--- config.mk ---
export PLATFORM = sky130hd
export DESIGN_NAME = legv8_control_unit
export DESIGN_NICKNAME = d
export VERILOG_FILES = /design/src/rtl/legv8_control_unit.sv
export SDC_FILE = /design/constraint.sdc
export NUM_CORES = 1
export LEC_CHECK = 0
export BUFFER_PORTS_ARGS = -buffer_cell sky130_fd_sc_hd__buf_2
export CAP_MARGIN = 20
export CORE_ASPECT_RATIO = 1.4
export CORE_MARGIN = 2
export CORE_UTILIZATION = 43
export DETAILED_ROUTE_END_ITERATION = 12
export GPL_TIMING_DRIVEN = 0
export PLACE_DENSITY = 0.87
export SLEW_MARGIN = 20
export SYNTH_ARGS = -nofsm -noshare
export SYNTH_HDL_FRONTEND = slang
export SYNTH_SLANG_ARGS = --single-unit
--- constraint.sdc ---
create_clock -name CLK -period 4.6 [get_ports CLK]
set_clock_uncertainty 0.2 [all_clocks]
set_input_delay 0.92 -clock CLK [delete_from_list [all_inputs] [get_ports CLK]]
set_output_delay 0.92 -clock CLK [all_outputs]
set_load 0.03 [all_outputs]
--- src/rtl/legv8_control_unit.sv ---
// LEGv8 multi-cycle control unit: FETCH0/FETCH1/EXEC(/MEM) sequencing and control-word decode.
// Define LEGV8_BCOND_EN to add the captured {V,C,N,Z} flag register and B.cond support.
module legv8_control_unit #(
    parameter logic HALT_ON_ILLEGAL = 1'b0
) (
    input  logic        CLK,
    input  logic        RST,
    input  logic [31:0] CONSIG,
    input  logic [3:0]  STAT,
    output logic [4:0]  SA,
    output logic [4:0]  SB,
    output logic [4:0]  DA,
    output logic        WR,
    output logic        IR,
    output logic [4:0]  FS,
    output logic        C0,
    output logic [63:0] K,
    output logic        M,
    output logic        EN_ALU,
    output logic        EN_ADDR_ALU,
    output logic        EN_B,
    output logic        EN_PC,
    output logic        EN_ADDR_PC,
    output logic        PC_SEL,
    output logic [1:0]  PS,
    output logic        RCS,
    output logic        RWE,
    output logic        ROE,
    output logic        ILLEGAL,
    output logic [2:0]  STATE
);

    typedef enum logic [2:0] {
        FETCH0 = 3'b000,
        FETCH1 = 3'b001,
        EXEC   = 3'b010,
        MEM    = 3'b011,
        HALT   = 3'b100
    } state_t;

    typedef enum logic [4:0] {
        I_ILL, I_ADD, I_SUB, I_AND, I_ORR, I_EOR, I_ADDS, I_SUBS, I_LSL, I_LSR,
        I_ADDI, I_SUBI, I_ADDIS, I_SUBIS, I_ANDI, I_ORRI, I_EORI,
        I_STUR, I_LDUR, I_B, I_BR, I_CBZ, I_CBNZ, I_BCOND
    } insn_t;

    localparam logic [4:0] FS_AND = 5'b00000;
    localparam logic [4:0] FS_ORR = 5'b00100;
    localparam logic [4:0] FS_ADD = 5'b01000;
    localparam logic [4:0] FS_SUB = 5'b01001;
    localparam logic [4:0] FS_EOR = 5'b01100;
    localparam logic [4:0] FS_LSL = 5'b10000;
    localparam logic [4:0] FS_LSR = 5'b10100;

    state_t      state_q, state_d;
    insn_t       insn;
    logic [4:0]  rd, rn, rm;
    logic [63:0] k_shamt, k_imm12, k_dt, k_br26, k_br19;
    logic        cb_taken, bcond_taken;

    assign rd      = CONSIG[4:0];
    assign rn      = CONSIG[9:5];
    assign rm      = CONSIG[20:16];
    assign k_shamt = {58'b0, CONSIG[15:10]};
    assign k_imm12 = {52'b0, CONSIG[21:10]};
    assign k_dt    = {{55{CONSIG[20]}}, CONSIG[20:12]};
    // Branch offsets are pre-decremented because the PC already advanced by 4 during FETCH1.
    assign k_br26  = {{38{CONSIG[25]}}, CONSIG[25:0]} - 64'd1;
    assign k_br19  = {{45{CONSIG[23]}}, CONSIG[23:5]} - 64'd1;
    assign cb_taken = STAT[0] ^ (insn == I_CBNZ);
    assign STATE   = state_q;

    always_comb begin
        insn = I_ILL;
        casez (CONSIG[31:21])
            11'b10001011000: insn = I_ADD;
            11'b11001011000: insn = I_SUB;
            11'b10001010000: insn = I_AND;
            11'b10101010000: insn = I_ORR;
            11'b11001010000: insn = I_EOR;
            11'b10101011000: insn = I_ADDS;
            11'b11101011000: insn = I_SUBS;
            11'b11010011011: insn = I_LSL;
            11'b11010011010: insn = I_LSR;
            11'b1001000100?: insn = I_ADDI;
            11'b1101000100?: insn = I_SUBI;
            11'b1011000100?: insn = I_ADDIS;
            11'b1111000100?: insn = I_SUBIS;
            11'b1001001000?: insn = I_ANDI;
            11'b1011001000?: insn = I_ORRI;
            11'b1101001000?: insn = I_EORI;
            11'b11111000000: insn = I_STUR;
            11'b11111000010: insn = I_LDUR;
            11'b000101?????: insn = I_B;
            11'b11010110000: insn = I_BR;
            11'b10110100???: insn = I_CBZ;
            11'b10110101???: insn = I_CBNZ;
`ifdef LEGV8_BCOND_EN
            11'b01010100???: insn = I_BCOND;
`endif
            default:         insn = I_ILL;
        endcase
    end

`ifdef LEGV8_BCOND_EN
    logic [3:0] flags_q, flags_d;
    logic       fv, fc, fn, fz;

    always_comb begin
        {fv, fc, fn, fz} = flags_q;
        case (CONSIG[3:0])
            4'h0:    bcond_taken = fz;
            4'h1:    bcond_taken = !fz;
            4'h2:    bcond_taken = fc;
            4'h3:    bcond_taken = !fc;
            4'h4:    bcond_taken = fn;
            4'h5:    bcond_taken = !fn;
            4'h6:    bcond_taken = fv;
            4'h7:    bcond_taken = !fv;
            4'h8:    bcond_taken = fc && !fz;
            4'h9:    bcond_taken = !fc || fz;
            4'hA:    bcond_taken = (fn == fv);
            4'hB:    bcond_taken = (fn != fv);
            4'hC:    bcond_taken = !fz && (fn == fv);
            4'hD:    bcond_taken = fz || (fn != fv);
            default: bcond_taken = 1'b0;
        endcase
    end

    always_comb begin
        flags_d = flags_q;
        if (state_q == EXEC &&
            (insn == I_ADDS || insn == I_SUBS || insn == I_ADDIS || insn == I_SUBIS))
            flags_d = STAT;
    end

    always_ff @(posedge CLK or posedge RST) begin
        if (RST) flags_q <= '0;
        else     flags_q <= flags_d;
    end
`else
    logic stat_unused;
    assign stat_unused = ^STAT[3:1];
    assign bcond_taken = 1'b0;
`endif

    always_comb begin
        state_d = state_q;
        case (state_q)
            FETCH0: state_d = FETCH1;
            FETCH1: state_d = EXEC;
            EXEC: begin
                if (insn == I_LDUR)                         state_d = MEM;
                else if (insn == I_ILL && HALT_ON_ILLEGAL) state_d = HALT;
                else                                        state_d = FETCH0;
            end
            MEM:     state_d = FETCH0;
            HALT:    state_d = HALT;
            default: state_d = FETCH0;
        endcase
    end

    always_ff @(posedge CLK or posedge RST) begin
        if (RST) state_q <= FETCH0;
        else     state_q <= state_d;
    end

    always_comb begin
        SA = '0; SB = '0; DA = '0; WR = 1'b0; IR = 1'b0; FS = '0; C0 = 1'b0;
        K = '0; M = 1'b0; EN_ALU = 1'b0; EN_ADDR_ALU = 1'b0; EN_B = 1'b0;
        EN_PC = 1'b0; EN_ADDR_PC = 1'b0; PC_SEL = 1'b0; PS = 2'b00;
        RCS = 1'b0; RWE = 1'b0; ROE = 1'b0; ILLEGAL = 1'b0;
        case (state_q)
            FETCH0: begin
                EN_ADDR_PC = 1'b1; RCS = 1'b1;
            end
            FETCH1: begin
                EN_ADDR_PC = 1'b1; RCS = 1'b1; ROE = 1'b1; IR = 1'b1; PS = 2'b01;
            end
            EXEC: begin
                case (insn)
                    I_ADD, I_SUB, I_AND, I_ORR, I_EOR, I_ADDS, I_SUBS: begin
                        SA = rn; SB = rm; M = 1'b1; DA = rd; WR = 1'b1; EN_ALU = 1'b1;
                    end
                    I_LSL, I_LSR: begin
                        SA = rn; SB = rm; K = k_shamt; DA = rd; WR = 1'b1; EN_ALU = 1'b1;
                    end
                    I_ADDI, I_SUBI, I_ADDIS, I_SUBIS, I_ANDI, I_ORRI, I_EORI: begin
                        SA = rn; K = k_imm12; DA = rd; WR = 1'b1; EN_ALU = 1'b1;
                    end
                    I_STUR: begin
                        SA = rn; K = k_dt; FS = FS_ADD; EN_ADDR_ALU = 1'b1;
                        SB = rd; EN_B = 1'b1; RCS = 1'b1; RWE = 1'b1;
                    end
                    I_LDUR: begin
                        SA = rn; K = k_dt; FS = FS_ADD; EN_ADDR_ALU = 1'b1; RCS = 1'b1;
                    end
                    I_B: begin
                        PS = 2'b11; PC_SEL = 1'b1; K = k_br26;
                    end
                    I_BR: begin
                        SA = rn; PS = 2'b10;
                    end
                    // ALU sees A+K for the zero test; K only carries the offset when the PC takes it.
                    I_CBZ, I_CBNZ: begin
                        SA = rd; FS = FS_ADD;
                        if (cb_taken) begin
                            PS = 2'b11; PC_SEL = 1'b1; K = k_br19;
                        end
                    end
                    I_BCOND: begin
                        if (bcond_taken) begin
                            PS = 2'b11; PC_SEL = 1'b1; K = k_br19;
                        end
                    end
                    default: ILLEGAL = 1'b1;
                endcase
                case (insn)
                    I_AND, I_ANDI:                   FS = FS_AND;
                    I_ORR, I_ORRI:                   FS = FS_ORR;
                    I_EOR, I_EORI:                   FS = FS_EOR;
                    I_ADD, I_ADDS, I_ADDI, I_ADDIS:  FS = FS_ADD;
                    I_SUB, I_SUBS, I_SUBI, I_SUBIS: begin
                        FS = FS_SUB; C0 = 1'b1;
                    end
                    I_LSL:                           FS = FS_LSL;
                    I_LSR:                           FS = FS_LSR;
                    default: ;
                endcase
            end
            MEM: begin
                SA = rn; K = k_dt; FS = FS_ADD; EN_ADDR_ALU = 1'b1; RCS = 1'b1;
                ROE = 1'b1; DA = rd; WR = 1'b1;
            end
            default: ;
        endcase
    end

endmodule

==> reports/qor.txt <==
Endpoints failing setup = 25
Core Region = 0.00648 mm^2
Status = finished with violations
Via count = 4,071
Vias in the first global route = 3,731
H-Tree Depth = 1
DRC viols = 0
Register-to-Register Path Depth = 4
Yosys reg bits = 3
Top delay family on crit path = simple AND/OR/NAND/NOR gates
Area Overhead vs Synth = 52.9%
# hold bufs at CTS = 0
Critical path required time = 3.48 ns
Synth warn = 0
Post-Synthesis Cells = 444
WP data arrival = 3.55 ns
Hold_ws = 0.321 ns
GP Congestion = 1.03
Initial antenna violation count = 0
CP Buf/Inv Count = 5
Crit-path most repeated cell = buf_6
Clk sinks = 3
Max-slew violation count = 0
TNS Setup = -0.641 ns
Post-route setup slack = -0.0746 ns
Largest net degree at the start of global routing = 16
Post-synth EDFFs = 0
Total CTS buffers = 3
Post-DR wirelength/cell = 18.3 um
Distinct cells, synth = 68
Slew HR = 0.324
Syn_area_per_cell = 6.37 um^2
Post-Syn Area = 0.00283 mm^2
Pre-CTS worst setup slack = -0.572 ns
Tcrit/Tclk final = 1.02
N_diodes = 0
First drt pass iteration count = 6
Clock period minus worst slack = 4.67 ns
Top cells by area, synth = buf_4 (11%), xnor2_1 (9.0%), nand2_1 (6.9%)
First-pass GRT wire length = 18.1 mm
Critical Path Stages = 13
Multi-input gate area = 0.00256 mm^2
Clock transition at path regs = 0.03 ns
PortBufs = 122
Static Leak = 1.99 nW
Max incr delay on CP = 0.35 ns
Layout cells sized above 1 = 0.425
Worst reg2reg setup slack = 2.74 ns
Largest register FFs = 3
I/O pins = 141
Final Util = 0.667
Pwr Density = 257 mW/mm^2
Overall routing resource usage = 0.307
Max-cap violations = 0
Hold path depth = 1
Grt total ovfl = 0
Worst Hold Class = flop to flop
Root Buffer = clkbuf_8
DP Wirelength = 8.65 mm
Worst slew pin tran = 1.01 ns
Startpoint types = input port
Post-synthesis sequential area ratio = 0.0266
TritonCTS clock tree = done
RSZ-0062 raised after global routing = true
Die height = 99.9 um
Die width = 72.5 um
Setup CP Type = input port to primary output
Slowest CP cell = or3_4
CTS Buffer Depth = 2
Largest area contributor in the netlist = buf_4
Register Area = 75.1 um^2
Die area = 0.00725 mm^2
Final hold vios = 0
Critical Path, Cell by Cell = buf_8 -> buf_6 -> or3_4 -> or3_4 -> o32a_1 -> nand4b_4 -> and4b_4 -> mux2i_4 -> o21ai_4 -> nand3_2 -> buf_6 -> buf_4 -> buf_6
# rows = 35
Fillcell total = 557
Final #Nets = 636
Maximum VDD drop = 0.187 mV
Failing checks = setup timing
Post-synth top flop = dfrtp_1
Starting density of the core = 0.436
Routed Antenna Nets = 0
Via-per-instance ratio = 6.09
Crit end category = primary output
Area share of the largest cell type after synthesis = 0.112
Critical path fanouts, max = 8
1st-iter DRT viols = 459
Drt total wl = 12.3 mm
Ys async rst share = 1.00
Max Clock Freq = 214 MHz
Worst skew pair latency = 0.21 ns
[cell type report]
type                            instances  share of cell area
Multi-Input combinational cell        357               0.593
Timing Repair Buffer                  141               0.229
Buffer                                 70               0.111
Tap cell                               74              0.0214
Sequential cell                         3              0.0174
Inverter                               20              0.0174
Clock buffer                            4              0.0104
[report_power, final]
part           internal, mW  total [mW]  switching, mW  leakage, nW
sequential           0.0349      0.0423        0.00745       0.0387
clock                0.0591      0.0760         0.0169       0.0228
combinational         0.352       0.992          0.640         1.93
total                 0.446        1.11          0.664         1.99
[path summary, 6_finish.rpt]
path | startpoint | to
min in group asynchronous | RST | STATE[2]
worst max register to register | STATE[1] | STATE[1]
max in group asynchronous | RST | STATE[0]
worst min register to register | STATE[0] | STATE[0]
worst min-delay path | STATE[0] | STATE[0]
worst max-delay path | CONSIG[23] | K[56]
[Yosys cell counts, types with 3 or more instances]
master,count
nand2_1,52
buf_4,42
nor2_1,34
xnor2_1,29
inv_1,20
a21oi_1,19
clkbuf_1,18
o21ai_0,18
o21ai_1,16
or3_1,14
nand3_1,13
a22oi_1,12
xor2_1,11
nor3_1,9
nor4_1,9
o211ai_1,8
buf_2,7
or4_1,6
a31o_1,5
nand2b_1,5
nand3b_1,5
nor2b_1,5
o22ai_1,5
a21o_1,4
a31oi_1,4
nand4_1,4
nor4b_1,4
a211oi_1,3
a221o_1,3
and2_1,3
dfrtp_1,3
mux2i_1,3
o221ai_1,3
or3b_1,3
[routing by layer]
| layer | track usage | routed length (um) | vias to the layer above |
|---|---|---|---|
| met5 | 0 | 0 | - |
| met2 | 0.554 | 6350 | 273 |
| met1 | 0.353 | 4400 | 1859 |
| met4 | 0.161 | 611 | 0 |
| met3 | 0.0221 | 901 | 65 |
| li1 | - | - | 1874 |
[cell usage in the layout (no fill, tap or decap), types with 5 or more instances in the layout]
cell type / instances
a21oi_2: 6
buf_2: 84
nand2_1: 52
nor2_1: 32
nor2b_1: 5
or3_1: 10
buf_4: 64
a21oi_1: 12
nand2b_1: 5
nand3b_1: 5
inv_1: 20
clkbuf_1: 17
nand3_1: 11
buf_6: 42
o21ai_0: 13
nand3_2: 5
xor2_1: 11
xnor2_1: 29
o21ai_1: 19
a31o_1: 5
o211ai_1: 8
a22oi_1: 12
or4_1: 6
nor3_1: 7
[cell families after synthesis]
group	Yosys count	synth area share
AO/OA/AOI/OAI	116	0.274
XOR/XNOR	41	0.130
adder cells (fa/ha/maj)	2	0.00885
buffers and inverters	90	0.184
flip-flops	3	0.0266
multiplexers	3	0.0106
other	1	0.00133
AND/OR/NAND/NOR	188	0.366
[repair_timing]
action,4_1_cts,5_1_grt
endpoints found under the setup margin,78,75
pin swaps,8,17
buffers inserted,10,9
gates cloned,5,0
gates resized for setup,91,57
[metrics by stage]
step / total power [mW] / cells / instance area [um^2]
finish: 1.11 / 669 / 4320
global route: 1.16 / 669 / 4320
CTS: 1.06 / 660 / 4070
detailed placement: 0.896 / 641 / 3550
global placement: 0.886 / 641 / 3550
floorplan: 0.665 / 445 / 2840
(Power assumes the default switching activity.)
